===== src/rtl/pipelined_adder.sv =====
// Pipelined add/subtract unit: WIDTH-bit operands resolved CHUNK bits per stage,
// valid/ready on both sides with a single global advance enable.
module pipelined_adder #(
  parameter int WIDTH = 16,
  parameter int CHUNK = 4
) (
  input  logic             clk,
  input  logic             rst_n,
  input  logic             in_valid,
  output logic             in_ready,
  input  logic [WIDTH-1:0] a,
  input  logic [WIDTH-1:0] b,
  input  logic             cin,
  input  logic             sub,
  output logic             out_valid,
  input  logic             out_ready,
  output logic [WIDTH-1:0] sum,
  output logic             cout,
  output logic             ovf
);

  localparam int STAGES = WIDTH / CHUNK;
  localparam int MSB    = WIDTH - 1;

  // Per-stage registers: operands (a, b_eff), partial sum, carry, valid.
  logic [WIDTH-1:0] a_q [STAGES];
  logic [WIDTH-1:0] b_q [STAGES];
  logic [WIDTH-1:0] s_q [STAGES];
  logic             c_q [STAGES];
  logic             v_q [STAGES];

  logic [WIDTH-1:0] src_a [STAGES];
  logic [WIDTH-1:0] src_b [STAGES];
  logic [WIDTH-1:0] src_s [STAGES];
  logic             src_c [STAGES];
  logic             src_v [STAGES];
  logic [WIDTH-1:0] nxt_s [STAGES];
  logic             nxt_c [STAGES];
  logic [CHUNK:0]   part  [STAGES];

  logic adv;

  assign out_valid = v_q[STAGES-1];
  assign adv       = out_ready | ~out_valid;
  assign in_ready  = adv;

  // Stage 0 sees the prepared port operands; later stages see their predecessor.
  always_comb begin
    src_a[0] = a;
    src_b[0] = sub ? ~b : b;
    src_c[0] = sub ? ~cin : cin;
    src_s[0] = '0;
    src_v[0] = in_valid;
    for (int unsigned k = 1; k < STAGES; k++) begin
      src_a[k] = a_q[k-1];
      src_b[k] = b_q[k-1];
      src_c[k] = c_q[k-1];
      src_s[k] = s_q[k-1];
      src_v[k] = v_q[k-1];
    end
  end

  always_comb begin
    for (int unsigned k = 0; k < STAGES; k++) begin
      part[k]  = {1'b0, src_a[k][k*CHUNK +: CHUNK]}
               + {1'b0, src_b[k][k*CHUNK +: CHUNK]}
               + {{CHUNK{1'b0}}, src_c[k]};
      nxt_s[k] = src_s[k];
      nxt_s[k][k*CHUNK +: CHUNK] = part[k][CHUNK-1:0];
      nxt_c[k] = part[k][CHUNK];
    end
  end

  // Data only loads behind a valid beat, so outputs hold their last result across bubbles.
  always_ff @(posedge clk or negedge rst_n) begin
    if (!rst_n) begin
      for (int unsigned k = 0; k < STAGES; k++) begin
        v_q[k] <= 1'b0;
        c_q[k] <= 1'b0;
        a_q[k] <= '0;
        b_q[k] <= '0;
        s_q[k] <= '0;
      end
    end else if (adv) begin
      for (int unsigned k = 0; k < STAGES; k++) begin
        v_q[k] <= src_v[k];
        if (src_v[k]) begin
          a_q[k] <= src_a[k];
          b_q[k] <= src_b[k];
          s_q[k] <= nxt_s[k];
          c_q[k] <= nxt_c[k];
        end
      end
    end
  end

  assign sum  = s_q[STAGES-1];
  assign cout = c_q[STAGES-1];
  assign ovf  = (a_q[STAGES-1][MSB] == b_q[STAGES-1][MSB]) &&
                (s_q[STAGES-1][MSB] != a_q[STAGES-1][MSB]);

endmodule

===== config.mk =====
export PLATFORM = sky130hd
export DESIGN_NAME = pipelined_adder
export DESIGN_NICKNAME = d
export VERILOG_FILES = /design/src/rtl/pipelined_adder.sv
export SDC_FILE = /design/constraint.sdc
export NUM_CORES = 1
export LEC_CHECK = 0
export ABC_AREA = 0
export CORE_MARGIN = 1
export CORE_UTILIZATION = 30
export CTS_BUF_LIST = sky130_fd_sc_hd__clkbuf_8
export DETAILED_ROUTE_END_ITERATION = 7
export SYNTH_ARGS = -nofsm -noshare
export SYNTH_HDL_FRONTEND = slang
export SYNTH_SLANG_ARGS = --single-unit

===== constraint.sdc =====
create_clock -name clk -period 2.7 [get_ports clk]
set_clock_uncertainty 0.2 [all_clocks]
set_input_delay 0.405 -clock clk [delete_from_list [all_inputs] [get_ports clk]]
set_output_delay 0.405 -clock clk [all_outputs]
set_load 0.1 [all_outputs]

==> summary.txt, run 1 <==
Run status
  – Outcome: finished, final reports clean

Die
  – Die width: 126 um
  – Initial core utilization: 31.2%
  – Die area: 15,800 sq um
  – Die H: 126 um
  – CORE AREA: 14,800 sq um
  – Boundary Pins: just under 60
  – Cell Rows: 44

Setup path
  – WS Path Type: in -> reg
  – Worst-path fanout max: 3
  – FF-to-FF setup slack: 0.71 ns
  – Reg2reg path depth: 5
  – Crit path required time: 2.75 ns
  – Bufs and invs on worst path: 1
  – CP peak stage delay: 0.51 ns
  – R2r endpoint: cout
  – Crit-path cells: clkdlybuf4s50_1, xor2_1, fa_1, fa_1, a21o_1, a2111oi_1, a21oi_1
  – R2r startpoint: a_q[28]
  – CP max-delay cell: clkdlybuf4s50_1
  – Critical path capture point: c_q[3]
  – Worst Setup SP: sub
  – Startpoint types: input port
  – CP delay by family, top: adder cells
  – Critical Path Sink Type: register
  – Worst path depth: 7
  – CP dominant cell by count: fa_1
  – Critical path data arrival time: 2.65 ns

Power
  – Max VDD drop: 342 uV
  – Total power: 7170 uW
  – P_leak: roughly 0.0025 uW
  – Pwr per Cell Area: 1290 nW/um^2

Clock network
  – CTS tree: done
  – Clock tree sinks: 98
  – CTS H-tree lvls: 3
  – Root Buffer: clkbuf_8
  – Clock tree buffer depth: 2
  – CTS clk-pin slew, worst paths: about 0.09 ns
  – Clk Latency, worst-skew pair: 0.37 ns
  – Total CTS buffers: 9

STA
  – # setup viols final: 0
  – RSZ-0062 raised after global routing: false
  – Slew @ Worst Pin: 0.463 ns
  – Period utilization: 96.2%
  – Setup ws final: around 0.10 ns
  – Slew Limit Fails: 0
  – Final hold vios: 0
  – F_max: approximately 380 MHz
  – Worst relative slew slack: 69.0%
  – Fin crit period: 2.60 ns
  – Total Neg Setup Slack: 0 ns

Worst hold path
  – Hold depth: 1
  – Worst min path class: reg -> reg

GRT
  – Initial antenna violation count: 0
  – Vias in the first global route: about 2.7k
  – First-pass GRT wire length: around 14,000 um
  – All-Layer GR Usage: 11.2%
  – Total grt overflow: 0
  – Largest net degree at the start of global routing: 43

Layout
  – Diode count: 0
  – Nets: 449
  – Layout Cells excl Fill: 580
  – Area added between synthesis and finish: 21.3%
  – Share of layout cells above drive strength 1: 30.1%

Yosys
  – Yosys top cell area share: 53.3%
  – Avg Cell Area, Syn: around 14 sq um
  – Register area share after synthesis: a little over half
  – Yosys Warn Count: 0
  – Distinct cells, synth: 34
  – Top FF cell, synth: dfrtp_1
  – Most frequent cell after synthesis: dfrtp_1
  – Post-synth EDFFs: 0
  – Post-synth top area cell: dfrtp_1
  – Cells after Synth: 328
  – Cell Area, Synth: between 4000 and 5000 sq um
  – Post-Syn Nets: 386
  – Commonest cells in the netlist: 98 x dfrtp_1, 49 x o21ai_0, 39 x mux2_4
  – Number of synthesized register bits: 98
  – Synth top area cells: dfrtp_1 53%, mux2_4 13%, mux2_2 6.4%, o21ai_0 5.3%, fa_1 3.5%
  – Asr flop ratio synth: 100%

Route
  – Vias/cell: 4.45
  – DR vias: 2,579
  – 1st-iter DRT viols: 70
  – Final ANT Viol Nets: 0
  – Pre-Repair DR Iteration Count: 4
  – Total Routed Length: about 8100 um
  – # DRC: 0
  – WL/cell: 14.0 um

Placed design
  – Pre-CTS setup slack: -0.307 ns
  – DP HPWL: 6160 um
  – RD Place Congestion: 0.778
  – Dpl cells: 563
  – Port bufs: 57

Job
  – Max Cap Viol: 0
==> kinds of logic (layout without fill, tap and decap cells) <==
logic type	count (synthesis)	after routing	share of synthesized area, %
compound gates	71	71	8.63
xor+xnor	21	21	4.00
fa+ha+maj	20	20	6.75
buf+inv	27	95	3.86
flops	98	98	53.3
mux	65	65	19.1
simple gates	26	26	4.30
==> stage by stage <==
stage	hold slack, ns	area (sq um)	util (%)
after global routing	0.322	5580	37.8
final	0.305	5580	37.8
after global placement	0.184	5320	36.0
after detailed placement	0.183	5320	36.0
after floorplan	-0.0906	4610	-
after CTS	0.311	5580	37.8
==> flip-flops by register name (all words and copies together) (netlist names) <==
| signal | cells |
|---|---|
| src_v | 3 |
| out_valid | 1 |
| b_q | 25 |
| nxt_s | 24 |
| sum | 16 |
| a_q | 25 |
| cout | 1 |
| c_q | 3 |
==> cells in the final DEF (no fill, tap or decap), types with 8 or more instances in the layout <==
master	count
a21oi_1	10
buf_4	27
clkbuf_8	13
clkdlybuf4s50_1	36
dfrtp_1	98
fa_1	8
ha_1	12
inv_1	12
mux2_2	26
mux2_4	39
o21ai_0	48
xnor2_1	12
xor2_1	9
==> per-layer routing <==
| metal | up-vias | global-route usage (%) | wire, um |
|---|---|---|---|
| li1 | 1279 | - | - |
| met1 | 1251 | 15.0 | 3910 |
| met2 | 41 | 17.3 | 3810 |
| met3 | 8 | 2.93 | 273 |
| met4 | 0 | 4.46 | 121 |
| met5 | - | 0 | 0 |
==> final cells by class <==
class / count / area [sq um]
clock buffers: 13 / 179
clock inverters: 3 / 68.8
fillers: 1430 / 9180
inverters: 13 / 61.3
multi-input cells: 203 / 1970
flip-flops and latches: 98 / 2450
well taps: 184 / 230
repair buffers: 66 / 613
==> where the power goes <==
part	total, uW	switching, uW	internal, uW
clock network	1100	475	625
logic	3510	2020	1490
registers	2560	426	2130
total	7170	2930	4240
==> what timing repair did <==
action                                 CTS  global route
hold buffers                             1             0
resized for setup                        0             0
endpoints found under the hold margin   33             0
setup buffers                            0             0
==> how the worst min path moves through the flow <==
stage / startpoint / endpoint
2_1_floorplan: rst_n / a_q[15]
3_3_place_gp: rst_n / a_q[62]
3_5_place_dp: rst_n / a_q[62]
4_1_cts: rst_n / a_q[30]
5_1_grt: b_q[57] / b_q[41]
6_report: a_q[61] / a_q[45]
(Power assumes the default switching activity.)
==> run 2: changes to the inputs <==
--- a/config.mk
+++ b/config.mk
@@ -10,6 +10,7 @@
 export CORE_UTILIZATION = 30
 export CTS_BUF_LIST = sky130_fd_sc_hd__clkbuf_8
 export DETAILED_ROUTE_END_ITERATION = 7
+export GPL_TIMING_DRIVEN = 0
 export SYNTH_ARGS = -nofsm -noshare
 export SYNTH_HDL_FRONTEND = slang
 export SYNTH_SLANG_ARGS = --single-unit
==> run 2 against run 1 <==
  * Fmax up 1.0%
  * Clock power is 18% lower
  * Sequential power hardly changed
  * Largest cell class unchanged
  * Largest power group unchanged
==> summary.txt, run 2 (synthesis results as in run 1) <==
Placed design
  – Dpl cells: 569
  – DP HPWL: 6630 um
  – RD Place Congestion: around 0.75
  – Placed instance area: 5420 sq um
  – Port bufs: 56

Clock network
  – Total CTS buffers: 9
  – Clock tree buffer depth: 2
  – Clock tree sinks: a little under 100
  – CTS clk-pin slew, worst paths: 0.09 ns
  – Root Buffer: clkbuf_8
  – Post-CTS setup buffers: 0
  – CTS H-tree lvls: 3
  – Clk Latency, worst-skew pair: 0.37 ns
  – CTS tree: done

GRT
  – First-pass GRT wire length: 14,200 um
  – Vias in the first global route: 2,851
  – Total grt overflow: 0
  – Largest net degree at the start of global routing: 58
  – All-Layer GR Usage: 11.7%
  – Initial antenna violation count: 0

Layout
  – Layout Cells excl Fill: roughly 600
  – Area added between synthesis and finish: 22.0%
  – Diode count: 0
  – Share of layout cells above drive strength 1: roughly 25%
  – Most common cell after layout, fill and taps aside: dfrtp_1
  – Final instance area: 5610 sq um
  – Filler cells: between 1k and 1.5k
  – Nets: 455
  – Most frequent cells in the layout: 98 x dfrtp_1, 53 x clkdlybuf4s50_1, 48 x o21ai_0, 39 x mux2_4, 26 x mux2_2

Setup path
  – Crit-path cells: clkdlybuf4s50_1, nor2b_4, buf_6, inv_12, buf_2, buf_2
  – Critical path data arrival time: around 2.0 ns
  – WS Path Type: in -> out
  – CP peak stage delay: slightly above 0.5 ns
  – Crit path required time: about 2.1 ns
  – CP dominant cell by count: buf_2
  – Startpoint types: input port
  – Critical Path Sink Type: output port
  – CP max-delay cell: clkdlybuf4s50_1
  – Worst-path fanout max: 10

STA
  – Total Neg Setup Slack: 0 ns
  – # setup viols final: 0
  – Period utilization: 95.2%
  – Slew Limit Fails: 0
  – Fin crit period: 2.57 ns
  – Final hold vios: 0
  – RSZ-0062 raised after global routing: false
  – Worst relative slew slack: between 30% and 40%
  – Slew @ Worst Pin: 0.996 ns
  – F_max: 389 MHz

Route
  – 1st-iter DRT viols: between 90 and 100
  – Pre-Repair DR Iteration Count: 4
  – Final ANT Viol Nets: 0
  – DR vias: 2,663
  – Total Routed Length: 8490 um
  – Vias/cell: 4.55
  – WL/cell: 14.5 um
  – # DRC: 0

Job
  – Max Cap Viol: 0

Die
  – Die area: 15,800 sq um
  – Die width: 126 um
  – Die H: 126 um
  – Boundary Pins: 58
  – Cell Rows: between 40 and 50
  – CORE AREA: 14,800 sq um
  – Initial core utilization: 31.2%

Power
  – P_leak: 0.00250 uW
  – Pwr per Cell Area: 1270 nW/um^2
  – Max VDD drop: between 300 and 400 uV

Run status
  – Outcome: finished, final reports clean

Worst hold path
  – Worst min path class: in -> reg
run 2: cell types whose count changed in the layout (fill, tap and decap cells not counted):
cell | before | now
buf_12 | 2 | 0
buf_16 | 0 | 1
buf_2 | 0 | 4
buf_4 | 27 | 1
buf_6 | 0 | 7
buf_8 | 0 | 1
bufinv_16 | 2 | 1
clkbuf_1 | 0 | 3
clkbuf_8 | 13 | 10
clkdlybuf4s50_1 | 36 | 53
clkinv_2 | 0 | 2
clkinv_4 | 1 | 0
dlygate4sd2_1 | 0 | 1
inv_1 | 12 | 14
run 2: per-layer routing:
metal / share of wire (%) / global-route usage, % / vias up
met5: 0 / 0 / -
met4: 2.8 / 6.52 / 0
met3: 2.9 / 2.59 / 17
met2: 47 / 18.3 / 48
met1: 48 / 15.0 / 1312
li1: - / - / 1286
run 2: what timing repair did:
action	CTS	global route
hold buffers	1	0
gates resized for setup	6	0
setup endpoints to repair	2	0
hold endpoints to repair	41	0
run 2: worst paths after layout:
path	cells after the start	slack, ns	startpoint	to
worst max register to register	5	0.70	a_q[28]	cout
min in group asynchronous	2	0.36	rst_n	a_q[57]
worst min register to register	1	0.30	b_q[57]	b_q[41]
max in group asynchronous	3	1.28	rst_n	sum[4]
worst min-delay path	3	0.29	sub	b_q[55]
worst max-delay path	6	0.13	out_ready	in_ready
run 2: layout make-up:
| class | instances | area, sq um | area share [%] |
|---|---|---|---|
| Buffer | 14 | 120 | 2.14 |
| Clock buffer | 10 | 138 | 2.45 |
| Clock inverter | 5 | 47.5 | 0.847 |
| Inverter | 13 | 61.3 | 1.09 |
| Multi-Input combinational cell | 203 | 1970 | 35.1 |
| Sequential cell | 98 | 2450 | 43.7 |
| Tap cell | 184 | 230 | 4.10 |
| Timing Repair Buffer | 58 | 589 | 10.5 |
run 2: stage by stage:
step                hold WS [ns]  utilization (%)  setup WS (ns)  total power (uW)
global placement           0.284             36.6          -2.50              6210
CTS                        0.274             38.0          0.104              7230
floorplan                -0.0906                -         0.0354              5420
detailed placement         0.231             36.7         -0.590              6320
global route               0.300             38.0         0.0809              7610
finish                     0.289             38.0          0.128              7130
run 2: worst max-delay path: cells and delay by family:
family                 cells  cell delay, ns
buffers and inverters      5            1.49
and+or+nand+nor            1            0.05
run 2: report_power, final:
part           switching, uW  internal (uW)
registers                430           2130
clock network            469            439
logic                   2070           1580
==> run 3: changes to the inputs <==
--- a/config.mk
+++ b/config.mk
@@ -7,10 +7,12 @@
 export LEC_CHECK = 0
 export ABC_AREA = 0
 export CORE_MARGIN = 1
-export CORE_UTILIZATION = 30
+export CORE_UTILIZATION = 55
 export CTS_BUF_LIST = sky130_fd_sc_hd__clkbuf_8
 export DETAILED_ROUTE_END_ITERATION = 7
 export GPL_TIMING_DRIVEN = 0
+export HOLD_SLACK_MARGIN = 0.1
+export PLACE_DENSITY = 0.79
 export SYNTH_ARGS = -nofsm -noshare
 export SYNTH_HDL_FRONTEND = slang
 export SYNTH_SLANG_ARGS = --single-unit
==> constraint.sdc (replaced) <==
create_clock -name clk -period 2.7 [get_ports clk]
set_clock_uncertainty 0.2 [all_clocks]
set_input_delay 0.54 -clock clk [delete_from_list [all_inputs] [get_ports clk]]
set_output_delay 0.54 -clock clk [all_outputs]
set_load 0.1 [all_outputs]
==> run 3 against run 2 <==
  * Sequential cell count unchanged
  * Cell count is 14% lower
  * Register-to-register slack lost 0.04 ns
  * Sequential share of layout area is 0.56 points higher
  * First-iteration DRC count fell by 15%
  * Fmax fell by 2.2%
  * Die area shrank 45%
  * Global-route usage grew 8.9 points
  * Combinational power about the same
  * Sequential power hardly changed
  * Routed wire length is 7.1% lower
  * Largest power group unchanged
==> summary.txt, run 3 (synthesis results as in run 1) <==
Clock network
  – Root Buffer: clkbuf_8
  – Clock tree sinks: ~100
  – Clk Latency, worst-skew pair: 0.36 ns
  – CTS clk-pin slew, worst paths: 0.09 ns
  – Total CTS buffers: 9
  – Clock tree buffer depth: 2
  – CTS H-tree lvls: 3
  – CTS tree: done
  – Post-CTS setup buffers: 0

Route
  – # DRC: 0
  – Pre-Repair DR Iteration Count: 4
  – DR vias: around 2.7k
  – Vias/cell: 5.38
  – Final ANT Viol Nets: 0
  – 1st-iter DRT viols: 82
  – WL/cell: between 15 and 20 um
  – Total Routed Length: 7890 um

GRT
  – First-pass GRT wire length: 13,500 um
  – Total grt overflow: 0
  – Largest net degree at the start of global routing: 58
  – All-Layer GR Usage: between 20% and 30%
  – Initial antenna violation count: 0
  – Vias in the first global route: between 2k and 3k

Placed design
  – DP HPWL: approximately 6000 um
  – RD Place Congestion: 0.760
  – Port bufs: 56
  – Dpl cells: 487

Layout
  – Nets: approximately 460
  – Area added between synthesis and finish: 20.5%
  – Most frequent cells in the layout: 98 x dfrtp_1, 52 x clkdlybuf4s50_1, 48 x o21ai_0, 39 x mux2_4, 26 x mux2_2
  – Sequential cell area: around 2500 sq um
  – Most common cell after layout, fill and taps aside: dfrtp_1
  – Filler cells: 532
  – Layout Cells excl Fill: 504
  – Area of the multi-input gates: 1980 sq um
  – Diode count: 0
  – Share of layout cells above drive strength 1: a little over a quarter
  – Final Util: 70.2%

Die
  – Die width: 93.4 um
  – Die H: 93.4 um
  – Cell Rows: 32
  – CORE AREA: 7890 sq um
  – Die area: approximately 8700 sq um
  – Boundary Pins: 58
  – Initial core utilization: 58.3%

Setup path
  – R2r endpoint: cout
  – Critical Path Sink Type: output port
  – CP dominant cell by count: buf_6
  – Crit path required time: 1.96 ns
  – CP delay by family, top: buffers and inverters
  – Crit-path cells: clkdlybuf4s50_1, nor2b_4, buf_6, inv_12, buf_2, buf_6
  – Critical path data arrival time: 1.89 ns
  – Bufs and invs on worst path: 5
  – Startpoint types: input port
  – CP peak stage delay: 0.50 ns
  – FF-to-FF setup slack: between 0.6 and 0.7 ns
  – R2r startpoint: a_q[28]
  – Reg2reg path depth: 5
  – WS Path Type: in -> out
  – Worst-path fanout max: 10
  – CP max-delay cell: clkdlybuf4s50_1

STA
  – RSZ-0062 raised after global routing: false
  – Total Neg Setup Slack: 0 ns
  – Period utilization: 97.4%
  – # setup viols final: 0
  – Slew Limit Fails: 0
  – Final hold vios: 0
  – Slew @ Worst Pin: 0.974 ns
  – Worst relative slew slack: 34.9%
  – F_max: 380 MHz
  – Fin crit period: approximately 2.6 ns

Worst hold path
  – Worst min path class: reg -> reg
  – Hold depth: 1
  – Hold Path Sink: nxt_s[4]
  – Hold Crit Start: nxt_s[20]

Power
  – Sequential fraction of design power: 35.7%
  – Clock power frac: between 10% and 20%
  – Max VDD drop: ~510 uV
  – Sw power: 3000 uW
  – Pwr per Cell Area: 1300 nW/um^2
  – Internal power: 4180 uW
  – Comb pwr share: 51.2%
  – Sw Ratio: 41.8%
  – P_leak: approximately 0.0025 uW

Job
  – Max Cap Viol: 0

Run status
  – Outcome: finished, final reports clean
-- run 3: how the worst max path moves through the flow --
stage / start / to / slack, ns / cells past startpoint
floorplan: sub / c_q[3] / 0.005 / 8
global placement: rst_n / sum[3] / -2.57 / 1
global route: out_ready / in_ready / 0.03 / 6
CTS: sum[15] / sum[15] / 0.006 / 1
detailed placement: out_ready / in_ready / -0.84 / 6
finish: out_ready / in_ready / 0.07 / 6
-- run 3: area by class of cell --
| cell class | instances | share of cell area [%] |
|---|---|---|
| repair buffers | 58 | 10.8 |
| clock inverters | 6 | 1.17 |
| inverters | 13 | 1.11 |
| flip-flops and latches | 98 | 44.3 |
| well taps | 102 | 2.30 |
| clock buffers | 10 | 2.48 |
| multi-input cells | 203 | 35.7 |
| plain buffers | 14 | 2.17 |
-- run 3: per-stage QoR --
stage,power [uW],area [sq um],setup slack (ns),hold slack (ns)
global placement,6150,5300,-2.57,0.286
finish,7180,5540,0.0698,0.303
detailed placement,6290,5320,-0.840,0.286
floorplan,5420,4610,0.00462,0.0444
global route,7600,5540,0.0278,0.323
CTS,7240,5540,0.00644,0.307
-- run 3: metal layers --
layer | wire [um] | global-route usage [%] | share of wire, % | vias to the layer above
li1 | - | - | - | 1296
met1 | 3680 | 28.3 | 47 | 1340
met2 | 3780 | 32.6 | 48 | 66
met3 | 322 | 3.90 | 4.1 | 8
met4 | 116 | 7.69 | 1.5 | 0
met5 | 0 | 0 | 0 | -
-- run 3: power by group through the flow --
stage                     Combinational, uW  Clock [uW]  Sequential (uW)
after global routing                   3920        1030             2650
after floorplan                        2010           0             3410
after CTS                              3690         976             2570
after detailed placement               3690           0             2600
after global placement                 3580           0             2560
final                                  3670         943             2560
-- run 3: timing repair --
action	4_1_cts	5_1_grt
resized for setup	8	1
endpoints found under the hold margin	41	0
endpoints found under the setup margin	2	1
pin swaps	0	0
hold buffers	1	0
